==> config.mk <==
export PLATFORM = sky130hd
export DESIGN_NAME = wb_arbiter
export DESIGN_NICKNAME = d
export VERILOG_FILES = /design/src/rtl/wb_arbiter_pkg.sv /design/src/rtl/wb_fifo.sv /design/src/rtl/wb_arbiter.sv
export SDC_FILE = /design/constraint.sdc
export NUM_CORES = 1
export LEC_CHECK = 0
export CAP_MARGIN = 5
export CORE_ASPECT_RATIO = 1.1
export CORE_MARGIN = 4
export CORE_UTILIZATION = 50
export DETAILED_ROUTE_END_ITERATION = 8
export DONT_BUFFER_PORTS = 1
export PLACE_DENSITY = 0.73
export SKIP_CTS_REPAIR_TIMING = 1
export SYNTH_ARGS = -nofsm -noshare
export SYNTH_HDL_FRONTEND = slang
export SYNTH_SLANG_ARGS = --single-unit
==> constraint.sdc <==
create_clock -name clk -period 10.81 [get_ports clk]
set_input_delay 2.162 -clock clk [delete_from_list [all_inputs] [get_ports clk]]
set_output_delay 2.162 -clock clk [all_outputs]
set_load 0.03 [all_outputs]
==> src/rtl/wb_arbiter_pkg.sv <==
`default_nettype none
// ============================================================================
// Module   : wb_arbiter_pkg
// Purpose  : Shared widths, bus types and starvation-FSM state encodings for
//            the writeback arbiter and its LSU result FIFO.
// Contents : REG_ADDR_W / INST_W / REG_NUM widths, ZERO_WORD, ENABLE/DISABLE,
//            reg_addr_t / inst_t / regnum_t bus types, wb_state_e encodings.
// Revision : 1.0 - initial release
// ============================================================================
package wb_arbiter_pkg;

    localparam int REG_ADDR_W   = 5;
    localparam int INST_W       = 32;
    localparam int REG_NUM      = 32;
    localparam int STARVE_CNT_W = 4;

    localparam logic [INST_W-1:0] ZERO_WORD = '0;
    localparam logic              ENABLE    = 1'b1;
    localparam logic              DISABLE   = 1'b0;

    typedef logic [REG_ADDR_W-1:0] reg_addr_t;
    typedef logic [INST_W-1:0]     inst_t;
    typedef logic [REG_NUM-1:0]    regnum_t;

    // Starvation FSM encodings
    typedef enum logic [1:0] {
        WB_IDLE = 2'd0,
        WB_WAIT = 2'd1,
        WB_HOLD = 2'd2
    } wb_state_e;

endpackage : wb_arbiter_pkg
`default_nettype wire

==> src/rtl/wb_fifo.sv <==
`default_nettype none
// ============================================================================
// Module   : wb_fifo
// Purpose  : Circular buffer holding LSU results while the ALU owns the
//            register-file write port. Exposes per-entry valid/rd so the
//            parent can build the pending-register mask.
// Ports    : clk, rst            - clock, synchronous active-high reset
//            push/push_rd/_data  - enqueue at tail
//            pop                 - dequeue head
//            head_rd/head_data   - current head entry
//            head_ptr            - slot index of the head
//            count/full/empty    - occupancy
//            entry_valid/entry_rd- per-slot occupancy and destination
// Revision : 1.0 - initial release
// ============================================================================
module wb_fifo
    import wb_arbiter_pkg::*;
#(
    parameter int DEPTH = 2,
    parameter int PTR_W = (DEPTH > 1) ? $clog2(DEPTH) : 1,
    parameter int CNT_W = $clog2(DEPTH + 1)
) (
    input  logic                   clk,
    input  logic                   rst,
    input  logic                   push,
    input  reg_addr_t              push_rd,
    input  inst_t                  push_data,
    input  logic                   pop,
    output reg_addr_t              head_rd,
    output inst_t                  head_data,
    output logic [PTR_W-1:0]       head_ptr,
    output logic [CNT_W-1:0]       count,
    output logic                   full,
    output logic                   empty,
    output logic [DEPTH-1:0]       entry_valid,
    output reg_addr_t [DEPTH-1:0]  entry_rd
);

    reg_addr_t [DEPTH-1:0] r_rd;
    inst_t                 r_data [DEPTH];
    logic [DEPTH-1:0]      r_valid;
    logic [PTR_W-1:0]      r_head;
    logic [PTR_W-1:0]      r_tail;
    logic [CNT_W-1:0]      r_count;

    // Pointers wrap at DEPTH, which need not be a power of two.
    function automatic logic [PTR_W-1:0] ptr_inc(input logic [PTR_W-1:0] p);
        return (p == PTR_W'(DEPTH - 1)) ? '0 : p + 1'b1;
    endfunction

    always_ff @(posedge clk) begin
        if (rst) begin
            r_head  <= '0;
            r_tail  <= '0;
            r_count <= '0;
            r_valid <= '0;
        end else begin
            // Clear on pop before set on push; the two never target the same
            // slot because the parent never pushes into a full buffer.
            if (pop) begin
                r_valid[r_head] <= 1'b0;
                r_head          <= ptr_inc(r_head);
            end
            if (push) begin
                r_rd[r_tail]    <= push_rd;
                r_data[r_tail]  <= push_data;
                r_valid[r_tail] <= 1'b1;
                r_tail          <= ptr_inc(r_tail);
            end
            case ({push, pop})
                2'b10:   r_count <= r_count + 1'b1;
                2'b01:   r_count <= r_count - 1'b1;
                default: r_count <= r_count;
            endcase
        end
    end

    assign head_rd     = r_rd[r_head];
    assign head_data   = r_data[r_head];
    assign head_ptr    = r_head;
    assign count       = r_count;
    assign full        = (r_count == CNT_W'(DEPTH));
    assign empty       = (r_count == '0);
    assign entry_valid = r_valid;
    assign entry_rd    = r_rd;

endmodule : wb_fifo
`default_nettype wire

==> src/rtl/wb_arbiter.sv <==
`default_nettype none
// ============================================================================
// Module   : wb_arbiter
// Purpose  : Merges the single-cycle ALU result stream and the handshaked
//            LSU result stream onto one register-file write port. LSU
//            results wait in a FIFO while the ALU owns the port; a
//            starvation FSM requests an issue hold when the FIFO head waits
//            too long.
// Ports    : clk, rst                     - clock, sync active-high reset
//            alu_valid/alu_rd/alu_data    - ALU result (no back-pressure)
//            lsu_valid/lsu_ready/lsu_rd/lsu_data - LSU result handshake
//            rd_waddr/rd_wdata/wen        - registered write port
//            pend_mask                    - registers targeted by FIFO entries
//            alu_hold                     - registered issue hold request
// Revision : 1.0 - initial release
// ============================================================================
module wb_arbiter
    import wb_arbiter_pkg::*;
#(
    parameter int FIFO_DEPTH   = 2,
    parameter int STARVE_LIMIT = 4
) (
    input  logic      clk,
    input  logic      rst,
    input  logic      alu_valid,
    input  reg_addr_t alu_rd,
    input  inst_t     alu_data,
    input  logic      lsu_valid,
    output logic      lsu_ready,
    input  reg_addr_t lsu_rd,
    input  inst_t     lsu_data,
    output reg_addr_t rd_waddr,
    output inst_t     rd_wdata,
    output logic      wen,
    output regnum_t   pend_mask,
    output logic      alu_hold
);

    localparam int PTR_W = (FIFO_DEPTH > 1) ? $clog2(FIFO_DEPTH) : 1;
    localparam int CNT_W = $clog2(FIFO_DEPTH + 1);
    localparam logic [STARVE_CNT_W-1:0] c_limit = STARVE_CNT_W'(STARVE_LIMIT);

    logic                       w_alu_wr;
    logic                       w_accept;
    logic                       w_lsu_wr;
    logic                       w_pop;
    logic                       w_push;
    logic                       w_bypass;
    logic                       w_blocked;
    logic                       w_empty_after;
    reg_addr_t                  w_head_rd;
    inst_t                      w_head_data;
    logic [PTR_W-1:0]           w_head_ptr;
    logic [CNT_W-1:0]           w_count;
    logic                       w_full;
    logic                       w_empty;
    logic [FIFO_DEPTH-1:0]      w_entry_valid;
    reg_addr_t [FIFO_DEPTH-1:0] w_entry_rd;
    logic [STARVE_CNT_W-1:0]    w_cnt_next;

    wb_state_e                  r_state;
    logic [STARVE_CNT_W-1:0]    r_cnt;
    logic                       r_hold;
    logic                       r_wen;
    reg_addr_t                  r_waddr;
    inst_t                      r_wdata;

    // Writes to x0 never occupy the port.
    assign w_alu_wr  = alu_valid && (alu_rd != '0);
    assign w_accept  = lsu_valid && lsu_ready;
    assign w_lsu_wr  = w_accept && (lsu_rd != '0);

    assign w_pop     = !w_alu_wr && !w_empty;
    assign w_bypass  = !w_alu_wr && w_empty && w_lsu_wr;
    assign w_push    = w_lsu_wr && !w_bypass;
    assign w_blocked = !w_empty && !w_pop;

    assign w_empty_after = (w_count == CNT_W'(1)) && !w_push;
    assign w_cnt_next    = r_cnt + 1'b1;

    // Ready comes from the registered count only, so a full FIFO stays
    // closed for the cycle of a dequeue.
    assign lsu_ready = !w_full;

    wb_fifo #(
        .DEPTH (FIFO_DEPTH)
    ) u_fifo (
        .clk         (clk),
        .rst         (rst),
        .push        (w_push),
        .push_rd     (lsu_rd),
        .push_data   (lsu_data),
        .pop         (w_pop),
        .head_rd     (w_head_rd),
        .head_data   (w_head_data),
        .head_ptr    (w_head_ptr),
        .count       (w_count),
        .full        (w_full),
        .empty       (w_empty),
        .entry_valid (w_entry_valid),
        .entry_rd    (w_entry_rd)
    );

    // The head being written this cycle no longer counts as pending.
    always_comb begin
        pend_mask = '0;
        for (int i = 0; i < FIFO_DEPTH; i++) begin
            if (w_entry_valid[i] && !(w_pop && (w_head_ptr == PTR_W'(i)))) begin
                pend_mask[w_entry_rd[i]] = 1'b1;
            end
        end
        pend_mask[0] = 1'b0;
    end

    always_ff @(posedge clk) begin
        if (rst) begin
            r_wen   <= DISABLE;
            r_waddr <= '0;
            r_wdata <= ZERO_WORD;
        end else begin
            r_wen <= w_alu_wr || w_pop || w_bypass;
            if (w_alu_wr) begin
                r_waddr <= alu_rd;
                r_wdata <= alu_data;
            end else if (w_pop) begin
                r_waddr <= w_head_rd;
                r_wdata <= w_head_data;
            end else if (w_bypass) begin
                r_waddr <= lsu_rd;
                r_wdata <= lsu_data;
            end
        end
    end

    // Starvation FSM: r_cnt counts consecutive cycles the head was blocked.
    always_ff @(posedge clk) begin
        if (rst) begin
            r_state <= WB_IDLE;
            r_cnt   <= '0;
            r_hold  <= DISABLE;
        end else begin
            case (r_state)
                WB_IDLE, WB_WAIT: begin
                    if (w_pop) begin
                        r_cnt   <= '0;
                        r_state <= w_empty_after ? WB_IDLE : WB_WAIT;
                    end else if (w_blocked) begin
                        r_cnt <= w_cnt_next;
                        if (w_cnt_next >= c_limit) begin
                            r_state <= WB_HOLD;
                            r_hold  <= ENABLE;
                        end else begin
                            r_state <= WB_WAIT;
                        end
                    end
                end
                WB_HOLD: begin
                    if (w_pop) begin
                        r_cnt   <= '0;
                        r_hold  <= DISABLE;
                        r_state <= w_empty_after ? WB_IDLE : WB_WAIT;
                    end
                end
                default: begin
                    r_state <= WB_IDLE;
                    r_cnt   <= '0;
                    r_hold  <= DISABLE;
                end
            endcase
        end
    end

    assign wen      = r_wen;
    assign rd_waddr = r_waddr;
    assign rd_wdata = r_wdata;
    assign alu_hold = r_hold;

endmodule : wb_arbiter
`default_nettype wire

==> results.txt, run 1 <==
The flow ran to the end, and the final reports show no timing, DRC or antenna violations. The number of global-route vias before repair came to around 4100. The clock share of power is 0.333. The length of routed met2 wiring is around 7000 um.

The beginning of the critical path is alu_rd[0]. The overall die width is 111.4 um. The detailed-placement wirelength estimate is between 9000 and 10000 um. The switching part of the total came out at 0.3499. The critical register-to-register path endpoint is u_fifo.r_data[1][19]. For flop-to-flop paths, the worst setup slack is between 7 and 8 ns.

The critical path in this run is classified as input port to output port. The sequential cell fraction of total power came out at 0.464. The internal power of the cells totals 1.063 mW. The highest clock frequency the design can meet is between 150 and 200 MHz. Counting cells, the worst reg-to-reg path comes to 8.

The worst min-delay path class is flop to flop. At the pin with the least slew margin, the transition time is 1.100 ns. During placement, the flow inserted port buffers numbering 0. The prevailing post-synth register cell is sky130_fd_sc_hd__edfxtp_1.

The required time of the critical path came out at ~8.7 ns. The mapped cell area came out at 5877 um^2. The share of total power in combinational logic is 0.204. The area of the core came out at roughly 11000 um^2. The top-level I/O count is 150. The overall global routing resource usage is 0.2041. The detailed-route wire length on metal 1 came out at around 5500 um. The share of cells above drive strength 1 is 0.1028. The critical path launch point type is an input port.

The fraction of the cycle the final worst path needs came out at 0.5902. In this run the power density over the cells is roughly 250 nW/um^2. The count of flip-flops with a built-in enable after synthesis is between 70 and 80. The maximum buffer depth of the clock tree came out at 2.

The number of antenna violations at the first check in global routing is 0. The tree is rooted in a sky130_fd_sc_hd__clkbuf_16. For the worst-skew pair, the clock arrives at the later sink with an insertion delay of around 0.4 ns.

Buffers inserted during clock tree synthesis total 17. Counting every net in the synthesized netlist gives slightly below 600. The cell count after synthesis came out at roughly 510. The number of levels the H-tree was split into came out at 4. The number of distinct standard cells referenced by the synthesized netlist is 49. The clock-pin slew on the worst setup and hold paths came out at approximately 0.050 ns. The static leakage is between 2 and 2.5 nW. The remaining antenna violation count is 0. The sum of overflow across all layers after global routing is 0. Signal routing reaches up to met4. The pin count of the biggest net entering global routing is 85.

The number of iterations in the first detailed-routing pass came out at 5. Counting every sink on the clock net gives ~130. Of all nets on the critical path, the largest fanout is 8. The share of the yosys chip area belonging to registers came out at 0.5552.

The setup skew after layout came out at between 0.01 and 0.015 ns. The overall via count from detail_route came out at 4014. The minimum period implied by the final worst setup slack came out at 6.381 ns.

The residual DRC count came out at 0. The first-pass GRT wire length is 21890 um. The number of endpoints failing setup at the final stage came out at 0.

The overall die height came out at 121.7 um. TritonCTS built the clock tree. The initial standard-cell utilization of the core came out at 0.5114.

The number of slew-limit violations in the final report was 0. After floorplanning, the core was divided into 41 placement rows. The number of endpoints with negative hold slack in the final report was 0. STA classifies the critical path endpoint as an output port. The average wire length per cell after detail routing came out at about 21 um. Hold is met by around 0.52 ns.

The area growth from synthesis to layout is 10.60%. In the routed layout, each cell is associated on average with a via count of slightly above 6. The final sum of negative setup slack came out at 0 ns. The termination of the worst setup path is pend_mask[4]. The count of maximum capacitance violations came out at 0. Routability-driven placement finished with a final weighted congestion of roughly 1. The detailed router's first-iteration violation count came out at a little over 300. The total inserted antenna cells is 0.

The average cell area after synthesis came out at about 12 um^2. The worst register-to-register path begins at u_fifo.count[0]. The net count of the finished layout is roughly 580. The detailed-route wire length is 13720 um. VDD sags by at most 0.1320 mV. The count of state elements after synthesis came out at 126. The endpoint arrival time on the critical path came out at 4.22 ns. The die covers 13550 um^2. The total met3 wirelength after detailed routing came out at approximately 1100 um. The number of warnings reported in the yosys synthesis log is 0. The reported net switching power came out at 0.5719 mW. After filler insertion, the fill cell instance count of the layout stands at approximately 950. In the synthesized netlist the async set-or-reset flop fraction comes to 0.

Setup repair after global routing left no endpoint under its margin. Headroom to the max-slew limit came out at 0.2670.
==> Yosys cell counts (5+ instances only) <==
| master | n | area (um^2) |
|---|---|---|
| sky130_fd_sc_hd__edfxtp_1 | 74 | 2222 |
| sky130_fd_sc_hd__or3_1 | 8 | 50.05 |
| sky130_fd_sc_hd__buf_4 | 5 | 37.54 |
| sky130_fd_sc_hd__buf_6 | 5 | 56.30 |
| sky130_fd_sc_hd__o22ai_1 | 32 | 200.2 |
| sky130_fd_sc_hd__ha_1 | 7 | 87.58 |
| sky130_fd_sc_hd__nor3_1 | 5 | 25.02 |
| sky130_fd_sc_hd__dfxtp_1 | 52 | 1041 |
| sky130_fd_sc_hd__nand3b_1 | 6 | 45.04 |
| sky130_fd_sc_hd__mux2i_1 | 72 | 720.7 |
| sky130_fd_sc_hd__nor2_1 | 15 | 56.30 |
| sky130_fd_sc_hd__inv_1 | 8 | 30.03 |
| sky130_fd_sc_hd__nand2b_1 | 5 | 31.28 |
| sky130_fd_sc_hd__a21oi_1 | 10 | 50.05 |
| sky130_fd_sc_hd__clkbuf_1 | 18 | 67.56 |
| sky130_fd_sc_hd__o21ai_0 | 41 | 205.2 |
| sky130_fd_sc_hd__nand2_1 | 49 | 183.9 |
| sky130_fd_sc_hd__buf_2 | 7 | 35.03 |
| sky130_fd_sc_hd__o2bb2ai_1 | 33 | 289.0 |
==> worst max-delay path: stages <==
cell	delay, ns
sky130_fd_sc_hd__nor3_1	0.04
sky130_fd_sc_hd__a21oi_2	0.37
sky130_fd_sc_hd__inv_1	0.18
sky130_fd_sc_hd__ha_1	0.23
sky130_fd_sc_hd__nand2b_1	0.17
sky130_fd_sc_hd__or3_1	0.45
sky130_fd_sc_hd__o22ai_1	0.61
==> placed cells by master, fill, tap and decap left out, types with 6 or more instances in the layout <==
cell                        count
sky130_fd_sc_hd__edfxtp_1      74
sky130_fd_sc_hd__mux2i_1       72
sky130_fd_sc_hd__dfxtp_1       51
sky130_fd_sc_hd__nand2_1       49
sky130_fd_sc_hd__o21ai_0       41
sky130_fd_sc_hd__o2bb2ai_1     33
sky130_fd_sc_hd__o22ai_1       32
sky130_fd_sc_hd__clkbuf_16     17
sky130_fd_sc_hd__nor2_1        15
sky130_fd_sc_hd__a21oi_1       10
sky130_fd_sc_hd__inv_1          8
sky130_fd_sc_hd__or3_1          8
sky130_fd_sc_hd__nand3b_1       6
sky130_fd_sc_hd__ha_1           6
sky130_fd_sc_hd__buf_4          6
==> area by class of cell <==
cell class,instances,area [um^2],share of cell area
well taps,150,187.7,0.02887
clock buffers,18,429.2,0.06603
clock inverters,13,142.6,0.02194
flip-flops and latches,126,3264,0.5022
multi-input cells,335,2401,0.3694
repair buffers,6,45.04,0.006930
inverters,8,30.03,0.004620
==> per-layer routing <==
| layer | vias to the layer above | GRT usage |
|---|---|---|
| met3 | 10 | 0.08892 |
| met2 | 149 | 0.3465 |
| met5 | - | 0 |
| met1 | 1953 | 0.2357 |
| li1 | 1902 | - |
| met4 | 0 | 0.06008 |
==> logic make-up (layout without fill, tap and decap cells) <==
group	after synthesis	in the layout	synth area share
compound gates	139	139	0.1633
flops	126	126	0.5552
simple gates	112	112	0.09709
mux	73	73	0.1245
buf+inv	45	45	0.03981
fa+ha+maj	7	7	0.01490
xor+xnor	3	3	0.004472
other cells	1	1	0.0006381
==> metrics by stage <==
| step | worst slack [ns] | area, um^2 | cells | utilization | power [mW] |
|---|---|---|---|---|---|
| 2_1_floorplan | 4.697 | 5877 | 506 | - | 1.018 |
| 3_3_place_gp | 4.544 | 5928 | 625 | 0.5159 | 1.087 |
| 3_5_place_dp | 4.445 | 5928 | 625 | 0.5159 | 1.101 |
| 4_1_cts | 4.444 | 6500 | 656 | 0.5657 | 1.647 |
| 5_1_grt | 4.268 | 6500 | 656 | 0.5657 | 1.722 |
| 6_report | 4.429 | 6500 | 656 | 0.5657 | 1.635 |
==> power by group through the flow <==
stage | Sequential, mW | Clock, mW | Combinational [mW]
floorplan | 0.719 | 0 | 0.299
global placement | 0.765 | 0 | 0.322
detailed placement | 0.767 | 0 | 0.334
CTS | 0.759 | 0.552 | 0.336
global route | 0.769 | 0.577 | 0.375
finish | 0.758 | 0.544 | 0.333
==> how the worst min path moves through the flow <==
| stage | start | to | slack (ns) | cells past startpoint |
|---|---|---|---|---|
| finish | r_cnt[3] | r_cnt[3] | 0.52 | 2 |
| global route | r_cnt[3] | r_cnt[3] | 0.55 | 2 |
| CTS | u_fifo.r_tail | u_fifo.entry_valid[1] | 0.51 | 2 |
| detailed placement | r_cnt[3] | r_cnt[3] | 0.50 | 2 |
| global placement | u_fifo.entry_valid[1] | u_fifo.entry_valid[1] | 0.49 | 2 |
| floorplan | u_fifo.entry_valid[1] | u_fifo.entry_valid[1] | 0.47 | 2 |
==> registers in the layout, summed over array words and instances (netlist names), 2 cells and up, named ones only <==
| name | flops |
|---|---|
| rd_wdata | 32 |
| r_cnt | 4 |
| u_fifo.entry_valid | 2 |
| r_state | 2 |
| u_fifo.entry_rd | 10 |
| u_fifo.r_data | 64 |
| u_fifo.count | 2 |
| rd_waddr | 5 |
(Power assumes the default switching activity.)
==> run 2: changes to the inputs <==
==> constraint.sdc (replaced) <==
create_clock -name clk -period 6.5 [get_ports clk]
set_input_delay 1.3 -clock clk [delete_from_list [all_inputs] [get_ports clk]]
set_output_delay 1.3 -clock clk [all_outputs]
set_load 0.03 [all_outputs]
==> run 2 against run 1 <==
Net effect:
- clock skew shrank 0.0038 ns
- combinational power grew 66%
- via count shrank 0.95%
- critical path type unchanged
- critical endpoint unchanged
==> results.txt, run 2 (synthesis results as in run 1) <==
The number of slew-limit violations in the final report came out at 0 (unchanged). The worst slack after detailed placement came to 1.905 ns (-2.540 ns). The clock tree root buffer cell is sky130_fd_sc_hd__clkbuf_16. The share of cells above drive strength 1 came out at 0.1026 (-0.0002027). The run finished with clean final reports. The worst supply voltage drop on vdd is 0.2182 mV (+65%). The number of levels the H-tree was split into is 4 (unchanged). STA classifies the critical path endpoint as an output port. The number of clock sinks seen by CTS is 126 (unchanged). The sum of overflow across all layers after global routing came out at 0 (unchanged). The required time of the critical path came out at 5.20 ns (-3.45 ns). The area of the die came out at 13550 um^2 (unchanged). The number of endpoints with negative hold slack in the final report is 0 (unchanged).

The number of endpoints failing setup at the final stage is 0 (unchanged). The power per cell area came out at 421.7 nW/um^2 (+68%). The endpoint arrival time on the critical path is 3.35 ns (-0.87 ns).

The number of buffers created by CTS is 17 (unchanged). The number of iterations in the first detailed-routing pass came to 4 (-1). The headroom to the max-slew limit came to 0.2804 (+0.01343).

The library cell used most frequently in the layout, excluding fill and tap cells, is sky130_fd_sc_hd__edfxtp_1. The pin count of the biggest net entering global routing came out at 81 (-4.7%). Counting flops per register, the top entry is u_fifo.r_data. The number of global-route vias before repair came out at 4042 (-1.6%).

STA classifies the critical path startpoint as an input port. The static leakage came to 2.273 nW (+0.60%). The minimum period implied by the final worst setup slack is roughly 4.6 ns.

The peak per-stage delay on the critical path is 0.61 ns (about the same). Among all stages on the critical path, the largest delay is contributed by sky130_fd_sc_hd__o22ai_1. The row count is 41 (unchanged). The routability congestion estimate is 0.9946 (about the same). The residual DRC count is 0 (unchanged).

The flip-flop count of the largest register, all copies and words added is 64 (unchanged). Setup repair after global routing left no endpoint under its margin. The overall die height is 121.7 um (unchanged). The final sum of negative setup slack was 0 ns (unchanged). The transition time of the tightest slew-check pin is 1.079 ns (-0.02014 ns). Relative to the synthesized area, the layout overhead comes to 11.09%.

The first-pass GRT wire length came out at 21470 um (-1.9%). The count of maximum capacitance violations was 0 (unchanged). The number of antenna violations at the first check in global routing came out at 0 (unchanged).

The area of the core was 11490 um^2 (unchanged). The overall via count from detail_route is 3976 (-0.95%). The maximum buffer depth of the clock tree is 2 (unchanged). The highest clock frequency the design can meet is ~220 MHz. The setup skew after layout came out at 0.008251 ns (-0.003794 ns).

The fraction of the cycle the final worst path needs is 0.7150. The post-layout total power came out at 2.753 mW (+68%). The clock-pin slew on the worst setup and hold paths is 0.06 ns (about the same). The highest fanout seen on the critical path came out at 8 (unchanged). The net count of the finished layout is 579 (unchanged). The number of buffers inserted by port buffering is 0 (unchanged). The overall die width is 111.4 um (unchanged). The top-level I/O count came out at 150 (unchanged).

The overall global routing resource usage is 0.2010 (-0.003080). The count of buffering cells on the critical path with inverters included came out at 1 (unchanged). The top cell types in the final layout, fill and taps aside, are sky130_fd_sc_hd__edfxtp_1 (74), sky130_fd_sc_hd__mux2i_1 (72), sky130_fd_sc_hd__dfxtp_1 (51). The remaining antenna violation count is 0 (unchanged). The total inserted antenna cells is 0 (unchanged). The least setup slack across all paths after layout came to 1.852 ns (-2.577 ns).

The detailed-placement wirelength estimate is 9218 um (-2.8%). The clock insertion delay at the later pin of the skew report came out at 0.41 ns (about the same). The initial standard-cell utilization of the core is 0.5114 (unchanged).

The cell family contributing the most delay on the critical path is compound AO/OA/AOI/OAI gates. The via density per instance is 6.052 (-1.1%). Walking the worst path, the cells encountered are nor3_1 > a21oi_2 > inv_1 > ha_1 > nand2b_1 > or3_1 > o22ai_1. The average wire length per cell after detail routing came out at 20.54 um (-1.8%). In this run the worst hold path is classified as flop to flop. The detailed-route wire length came out at 13490 um (-1.6%). The detailed router's first-iteration violation count came out at 270 (-12%). The startpoint-to-endpoint class of the critical path is input port to output port. The CTS tree is done.
[run 2: changes by cell type in the layout (fill, tap and decap cells not counted)]
cell,delta
sky130_fd_sc_hd__clkinv_4,-2
sky130_fd_sc_hd__clkinv_1,+1
sky130_fd_sc_hd__clkinv_2,-1
sky130_fd_sc_hd__inv_6,+1
sky130_fd_sc_hd__clkbuf_8,+1
sky130_fd_sc_hd__clkbuf_16,+1
[run 2: layout make-up]
cell class	instances	area, um^2
multi-input combinational	335	2401
clock inverter	12	132.6
clock buffer	20	467.9
timing repair buffer	6	45.04
inverter	8	30.03
tap	150	187.7
fill	948	4962
sequential	126	3264
[run 2: final timing paths]
path                                            start                    end  slack (ns)  cells after the start
worst min register to register  u_fifo.entry_valid[0]  u_fifo.entry_valid[0]        0.51                      2
worst max-delay path                        alu_rd[3]           pend_mask[4]        1.85                      7
worst max register to register        u_fifo.count[0]   u_fifo.r_data[1][21]        3.27                      7
worst min-delay path            u_fifo.entry_valid[0]  u_fifo.entry_valid[0]        0.51                      2
[run 2: stage by stage]
step,area (um^2),cells,hold WS (ns),utilization
floorplan,5877,506,0.4672,-
global placement,5928,625,0.4890,0.5159
detailed placement,5928,625,0.5001,0.5159
CTS,6529,657,0.5080,0.5682
global route,6529,657,0.5544,0.5682
finish,6529,657,0.5093,0.5682
[run 2: power by group]
part | internal [mW] | leakage, nW | switching [mW]
clock | 0.599 | 0.290 | 0.343
sequential | 0.982 | 1.10 | 0.276
combinational | 0.223 | 0.880 | 0.330
[run 2: per-layer routing]
| metal | routed length (um) | track usage | vias up |
|---|---|---|---|
| met5 | 0 | 0 | - |
| met4 | 97 | 0.06388 | 0 |
| met3 | 1162 | 0.08495 | 10 |
| met1 | 5366 | 0.2290 | 1900 |
| met2 | 6868 | 0.3446 | 159 |
| li1 | - | - | 1907 |
[run 2: worst reg2reg max path, stage by stage, from the launching register on]
cell	delay, ns
sky130_fd_sc_hd__dfxtp_1	0.37
sky130_fd_sc_hd__inv_1	0.08
sky130_fd_sc_hd__ha_2	0.21
sky130_fd_sc_hd__nor3b_1	0.15
sky130_fd_sc_hd__a21oi_1	0.50
sky130_fd_sc_hd__nand2_1	0.23
sky130_fd_sc_hd__nor3b_2	0.83
sky130_fd_sc_hd__buf_4	0.49
==> edit 1: new RTL, config.mk and constraints of run 1 <==
Change the package constant `REG_NUM` from 32 to 64.
--- a/src/rtl/wb_arbiter_pkg.sv
+++ b/src/rtl/wb_arbiter_pkg.sv
@@ -11,7 +11,7 @@
 
     localparam int REG_ADDR_W   = 5;
     localparam int INST_W       = 32;
-    localparam int REG_NUM      = 32;
+    localparam int REG_NUM      = 64;
     localparam int STARVE_CNT_W = 4;
 
     localparam logic [INST_W-1:0] ZERO_WORD = '0;
Interface: changed (resized pend_mask); port bits go from 150 to 182. No check against the original RTL was run, so the function may have changed too.
==> edit 1 against run 1 <==
Routed wire length grew 7.8%. Critical endpoint is now pend_mask[12]. Area after synthesis grew 5.6%. Die area grew 5.2%. Power grew 5.5%. Cell area grew 4.5%. Sequential cell count is the same. Clock power grew 12%. Worst setup slack gained 220 ps.
==> edit 1: results (changes against run 1) <==
\begin{tabular}{lr}
\hline
Metric & Value \\
\hline
\multicolumn{2}{l}{\textbf{Status}} \\
\quad Result of the run & finished, final reports clean (unchanged) \\
\multicolumn{2}{l}{\textbf{Global route}} \\
\quad Total routing usage reported by global routing & 0.205 (was 0.204) \\
\quad Wire length of the first global-routing pass & 23.3 mm (was 21.9 mm) \\
\quad Maximum number of pins on one net before global-route repair & 56 (was 85) \\
\multicolumn{2}{l}{\textbf{Critical path}} \\
\quad Maximum fanout along the worst path & 7 (was 8) \\
\quad Critical Path Max Stage Delay & 630 ps (was 610 ps) \\
\multicolumn{2}{l}{\textbf{Timing}} \\
\quad Clock tree skew after final layout & 8.06 ps (was 12.0 ps) \\
\quad Least-Margin Pin Slew & 1020 ps (was 1100 ps) \\
\multicolumn{2}{l}{\textbf{Routing}} \\
\quad TritonRoute pass-1 iters & 6 (was 5) \\
\quad Mean number of vias per cell & 6.11 (was 6.12) \\
\quad Detailed Route Iter0 Violations & 385 (was 306) \\
\quad Total wire length after detailed routing & 14.8 mm (was 13.7 mm) \\
\multicolumn{2}{l}{\textbf{Placed design}} \\
\quad Placed standard-cell area & 6150 um\^{}2 (was 5930 um\^{}2) \\
\quad Sum of net half-perimeters after detailed placement & 9.97 mm (was 9.49 mm) \\
\quad Routability congestion estimate from global placement & 0.875 (was 0.995) \\
\multicolumn{2}{l}{\textbf{Synth}} \\
\quad Share of the synthesized area in compound gates (AO/OA/AOI/OAI) & 0.161 (was 0.163) \\
\quad Top post-synthesis cells by count & nand2\_1, edfxtp\_1, dfxtp\_1, mux2i\_1, buf\_4 (was edfxtp\_1, mux2i\_1, dfxtp\_1, nand2\_1, o21ai\_0) \\
\quad Proportion of synthesized area in mux cells & 0.0597 (was 0.125) \\
\quad Synthesized-area fraction occupied by adder cells & 0.0141 (was 0.0149) \\
\quad Seq/Total Area, Yosys & 0.526 (was 0.555) \\
\quad Xor and xnor area share after synthesis & 0.00423 (was 0.00447) \\
\multicolumn{2}{l}{\textbf{Layout}} \\
\quad Final-layout fill cell count & 1017 (was 951) \\
\quad Post-layout nets & 661 (was 579) \\
\quad Fraction of layout cells with a size suffix above 1 & 0.122 (was 0.103) \\
\multicolumn{2}{l}{\textbf{Power}} \\
\quad Leakage power total & 0.00229 uW (was 0.00226 uW) \\
\quad Largest vdd supply drop & 0.124 mV (was 0.132 mV) \\
\multicolumn{2}{l}{\textbf{CTS}} \\
\quad Number of buffers added by the clock tree synthesis step & 17 (unchanged) \\
\hline
\end{tabular}
-- edit 1: changes by cell type after synthesis, sizes merged, moves of 5 or more --
cell	before	now
nand2	49	98
nor3	6	40
nand3	4	9
a311oi	1	23
o311ai	0	9
o21ai	41	30
buf	19	48
mux2i	72	37
o2bb2ai	36	0
a211oi	1	17
clkbuf	18	30
-- edit 1: kinds of logic after synthesis --
family | Yosys count
simple gates | 193
compound gates | 140
flops | 126
buf+inv | 87
mux | 37
fa+ha+maj | 7
xor+xnor | 3
other cells | 1
-- edit 1: metal layers --
metal,GRT usage,wire [um],vias to the layer above
met1,0.235,5460,2175
li1,-,-,2123
met2,0.348,7570,223
met3,0.0666,1450,22
met4,0.0860,306,0
met5,0,0,-
-- edit 1: where the power goes --
part,total (uW),switching [uW],internal (uW)
registers,739,153,586
logic,378,237,141
clock network,608,198,409
-- edit 1: per-stage QoR --
step,worst slack (ps),cells,hold WS [ps]
after detailed placement,4660,711,491
after CTS,4660,743,499
after global routing,4460,743,517
after global placement,4690,711,486
after floorplan,4500,626,467
final,4650,743,493
-- edit 1: final cells by class --
| type | count | area [um^2] | area share |
|---|---|---|---|
| sequential | 126 | 3260 | 0.481 |
| multi-input combinational | 413 | 2590 | 0.381 |
| clock buffer | 22 | 484 | 0.0713 |
| tap | 154 | 193 | 0.0284 |
| clock inverter | 10 | 159 | 0.0234 |
| timing repair buffer | 9 | 67.6 | 0.00995 |
| inverter | 9 | 33.8 | 0.00497 |
-- edit 1: path summary, 6_finish.rpt --
check,start,cells past startpoint,endpoint,slack [ps]
worst max-delay path,alu_valid,7,pend_mask[12],4650
worst min-delay path,u_fifo.entry_valid[1]$_SDFF_PP0_,2,u_fifo.entry_valid[1]$_SDFF_PP0_,490
worst max register to register,u_fifo.count[0]$_SDFFE_PP0P_,7,u_fifo.r_data[1][10]$_DFFE_PP_,7160
worst min register to register,u_fifo.entry_valid[1]$_SDFF_PP0_,2,u_fifo.entry_valid[1]$_SDFF_PP0_,490
-- edit 1: worst register-to-register path, stage by stage, from the launching register on --
cell and delay (ps):
dfxtp_1 370, inv_1 80, ha_1 230, nor2b_1 270
o21a_2 840, nand2_1 300, nor3b_2 840, buf_4 410
==> edit 2: new RTL, settings of run 1 <==
Without the edit above. Encoding of `wb_state_e`: now one-hot (3 bits for 3 states).
--- a/src/rtl/wb_arbiter_pkg.sv
+++ b/src/rtl/wb_arbiter_pkg.sv
@@ -23,10 +23,10 @@
     typedef logic [REG_NUM-1:0]    regnum_t;
 
     // Starvation FSM encodings
-    typedef enum logic [1:0] {
-        WB_IDLE = 2'd0,
-        WB_WAIT = 2'd1,
-        WB_HOLD = 2'd2
+    typedef enum logic [2:0] {
+        WB_IDLE = 3'b001,
+        WB_WAIT = 3'b010,
+        WB_HOLD = 3'b100
     } wb_state_e;
 
 endpackage : wb_arbiter_pkg
Behaviour: same outputs for any inputs over 4 cycles, from zero or initial values and one cycle with rst high; so few cycles prove little.
==> edit 2 against run 1 <==
Clock power rose by 10%. Utilization is 0.13 points higher. Combinational power grew 25%. Hold slack better by 9.2 ps. Sequential cell count up 1. Worst setup slack lost 84 ps. Power rose by 9.1%. Cell area rose by 5.4%. Area after synthesis grew 5.2%. Routed wire length up 1.8%. Critical path type unchanged. Global-route usage shrank 0.58 points. Via count up 5.0%.
==> edit 2: results (changes against run 1) <==
\begin{tabular}{lr}
\hline
Metric & Value \\
\hline
\multicolumn{2}{l}{\textbf{Critical path}} \\
\quad Path depth of the worst reg2reg path & 6 (was 8) \\
\quad Crit path DAT & 4300 ps (was 4220 ps) \\
\quad Worst reg2reg path endpoint & rd\_wdata[6]\$\_SDFFE\_PP0P\_ (was u\_fifo.r\_data[1][19]\$\_DFFE\_PP\_) \\
\quad Register-to-register setup slack & 7980 ps (was 7100 ps) \\
\multicolumn{2}{l}{\textbf{Routing}} \\
\quad WL per Instance & 20.2 um (was 20.9 um) \\
\quad TritonRoute pass-1 iters & 4 (was 5) \\
\quad Mean number of vias per cell & 6.10 (was 6.12) \\
\quad Detailed Route Iter0 Violations & 244 (was 306) \\
\multicolumn{2}{l}{\textbf{Status}} \\
\quad Result of the run & finished, final reports clean (unchanged) \\
\multicolumn{2}{l}{\textbf{Power}} \\
\quad Total net switching power & 621 uW (was 572 uW) \\
\quad Largest vdd supply drop & 0.148 mV (was 0.132 mV) \\
\quad Leakage power total & 0.00232 uW (was 0.00226 uW) \\
\multicolumn{2}{l}{\textbf{Placed design}} \\
\quad Sum of net half-perimeters after detailed placement & 9.25 mm (was 9.49 mm) \\
\quad \# placed instances & 659 (was 625) \\
\multicolumn{2}{l}{\textbf{Synth}} \\
\quad Syn avg cell area & 11.4 um\^{}2 (was 11.6 um\^{}2) \\
\quad Seq/Total Area, Yosys & 0.531 (was 0.555) \\
\quad Top post-synthesis cells by count & edfxtp\_1, dfxtp\_1, mux2i\_1, nand2\_1, nor2\_1 (was edfxtp\_1, mux2i\_1, dfxtp\_1, nand2\_1, o21ai\_0) \\
\quad Syn Nets & 629 (was 591) \\
\multicolumn{2}{l}{\textbf{Global route}} \\
\quad Wire length of the first global-routing pass & 22.1 mm (was 21.9 mm) \\
\quad Via count of the first global-routing pass & 4248 (was 4109) \\
\quad Total routing usage reported by global routing & 0.198 (was 0.204) \\
\multicolumn{2}{l}{\textbf{Worst hold path}} \\
\quad Worst Hold Endpoint & u\_fifo.count[1]\$\_SDFFE\_PP0P\_ (was r\_cnt[3]\$\_SDFFE\_PP0P\_) \\
\quad Launch instance of the worst min-delay path & u\_fifo.count[1]\$\_SDFFE\_PP0P\_ (was r\_cnt[3]\$\_SDFFE\_PP0P\_) \\
\multicolumn{2}{l}{\textbf{Layout}} \\
\quad Fraction of layout cells with a size suffix above 1 & 0.184 (was 0.103) \\
\quad Post-layout nets & 609 (was 579) \\
\hline
\end{tabular}
edit 2: worst max-delay path, delay by kind of cell:
family / cells / cell delay (ps)
AO/OA/AOI/OAI: 2 / 880
adder cells (fa/ha/maj): 1 / 230
buffers and inverters: 1 / 190
AND/OR/NAND/NOR: 3 / 840
edit 2: worst max-delay path by stage:
stage	slack [ps]	to	from	depth (start not counted)
2_1_floorplan	4450	pend_mask[29]	alu_valid	8
3_3_place_gp	4430	pend_mask[2]	alu_rd[3]	7
3_5_place_dp	4360	pend_mask[2]	alu_rd[3]	7
4_1_cts	4350	pend_mask[2]	alu_rd[3]	7
5_1_grt	4240	pend_mask[18]	alu_rd[3]	7
6_report	4340	pend_mask[2]	alu_rd[3]	7
edit 2: cells by family (layout without fill, tap and decap cells):
kind of cell,after synthesis,count (layout),share of synthesized area
AOI/OAI and AO/OA,148,148,0.192
and+or+nand+nor,139,139,0.112
DFF,127,127,0.531
muxes,61,61,0.101
buffers and inverters,55,48,0.0413
adders and majority gates,7,7,0.0142
xor gates and xnor gates,6,6,0.00850
other,1,1,0.000606
edit 2: layout make-up:
type                       instances  area, um^2
sequential                       127        3280
clock inverter                    14         191
multi-input combinational        362        2660
clock buffer                      18         439
fill                            1013        5230
tap                              154         193
timing repair buffer               7        52.6
inverter                           9        33.8
edit 2: metrics by stage:
stage | setup slack [ps] | hold WS (ps) | instance area [um^2]
5_1_grt | 4240 | 561 | 6850
3_5_place_dp | 4360 | 516 | 6220
3_3_place_gp | 4430 | 504 | 6220
2_1_floorplan | 4450 | 484 | 6180
4_1_cts | 4350 | 526 | 6850
6_report | 4340 | 527 | 6850
edit 2: routing by layer:
metal / up-vias / track usage / share of wire
li1: 2022 / - / -
met1: 2018 / 0.228 / 0.41
met2: 155 / 0.329 / 0.49
met3: 20 / 0.0734 / 0.083
met4: 0 / 0.0825 / 0.016
met5: - / 0 / 0
edit 2: power groups by stage:
stage,sequential (uW),combinational (uW),clock [uW]
CTS,768,419,611
finish,766,416,601
global route,777,469,635
global placement,773,407,0
floorplan,726,384,0
detailed placement,777,417,0
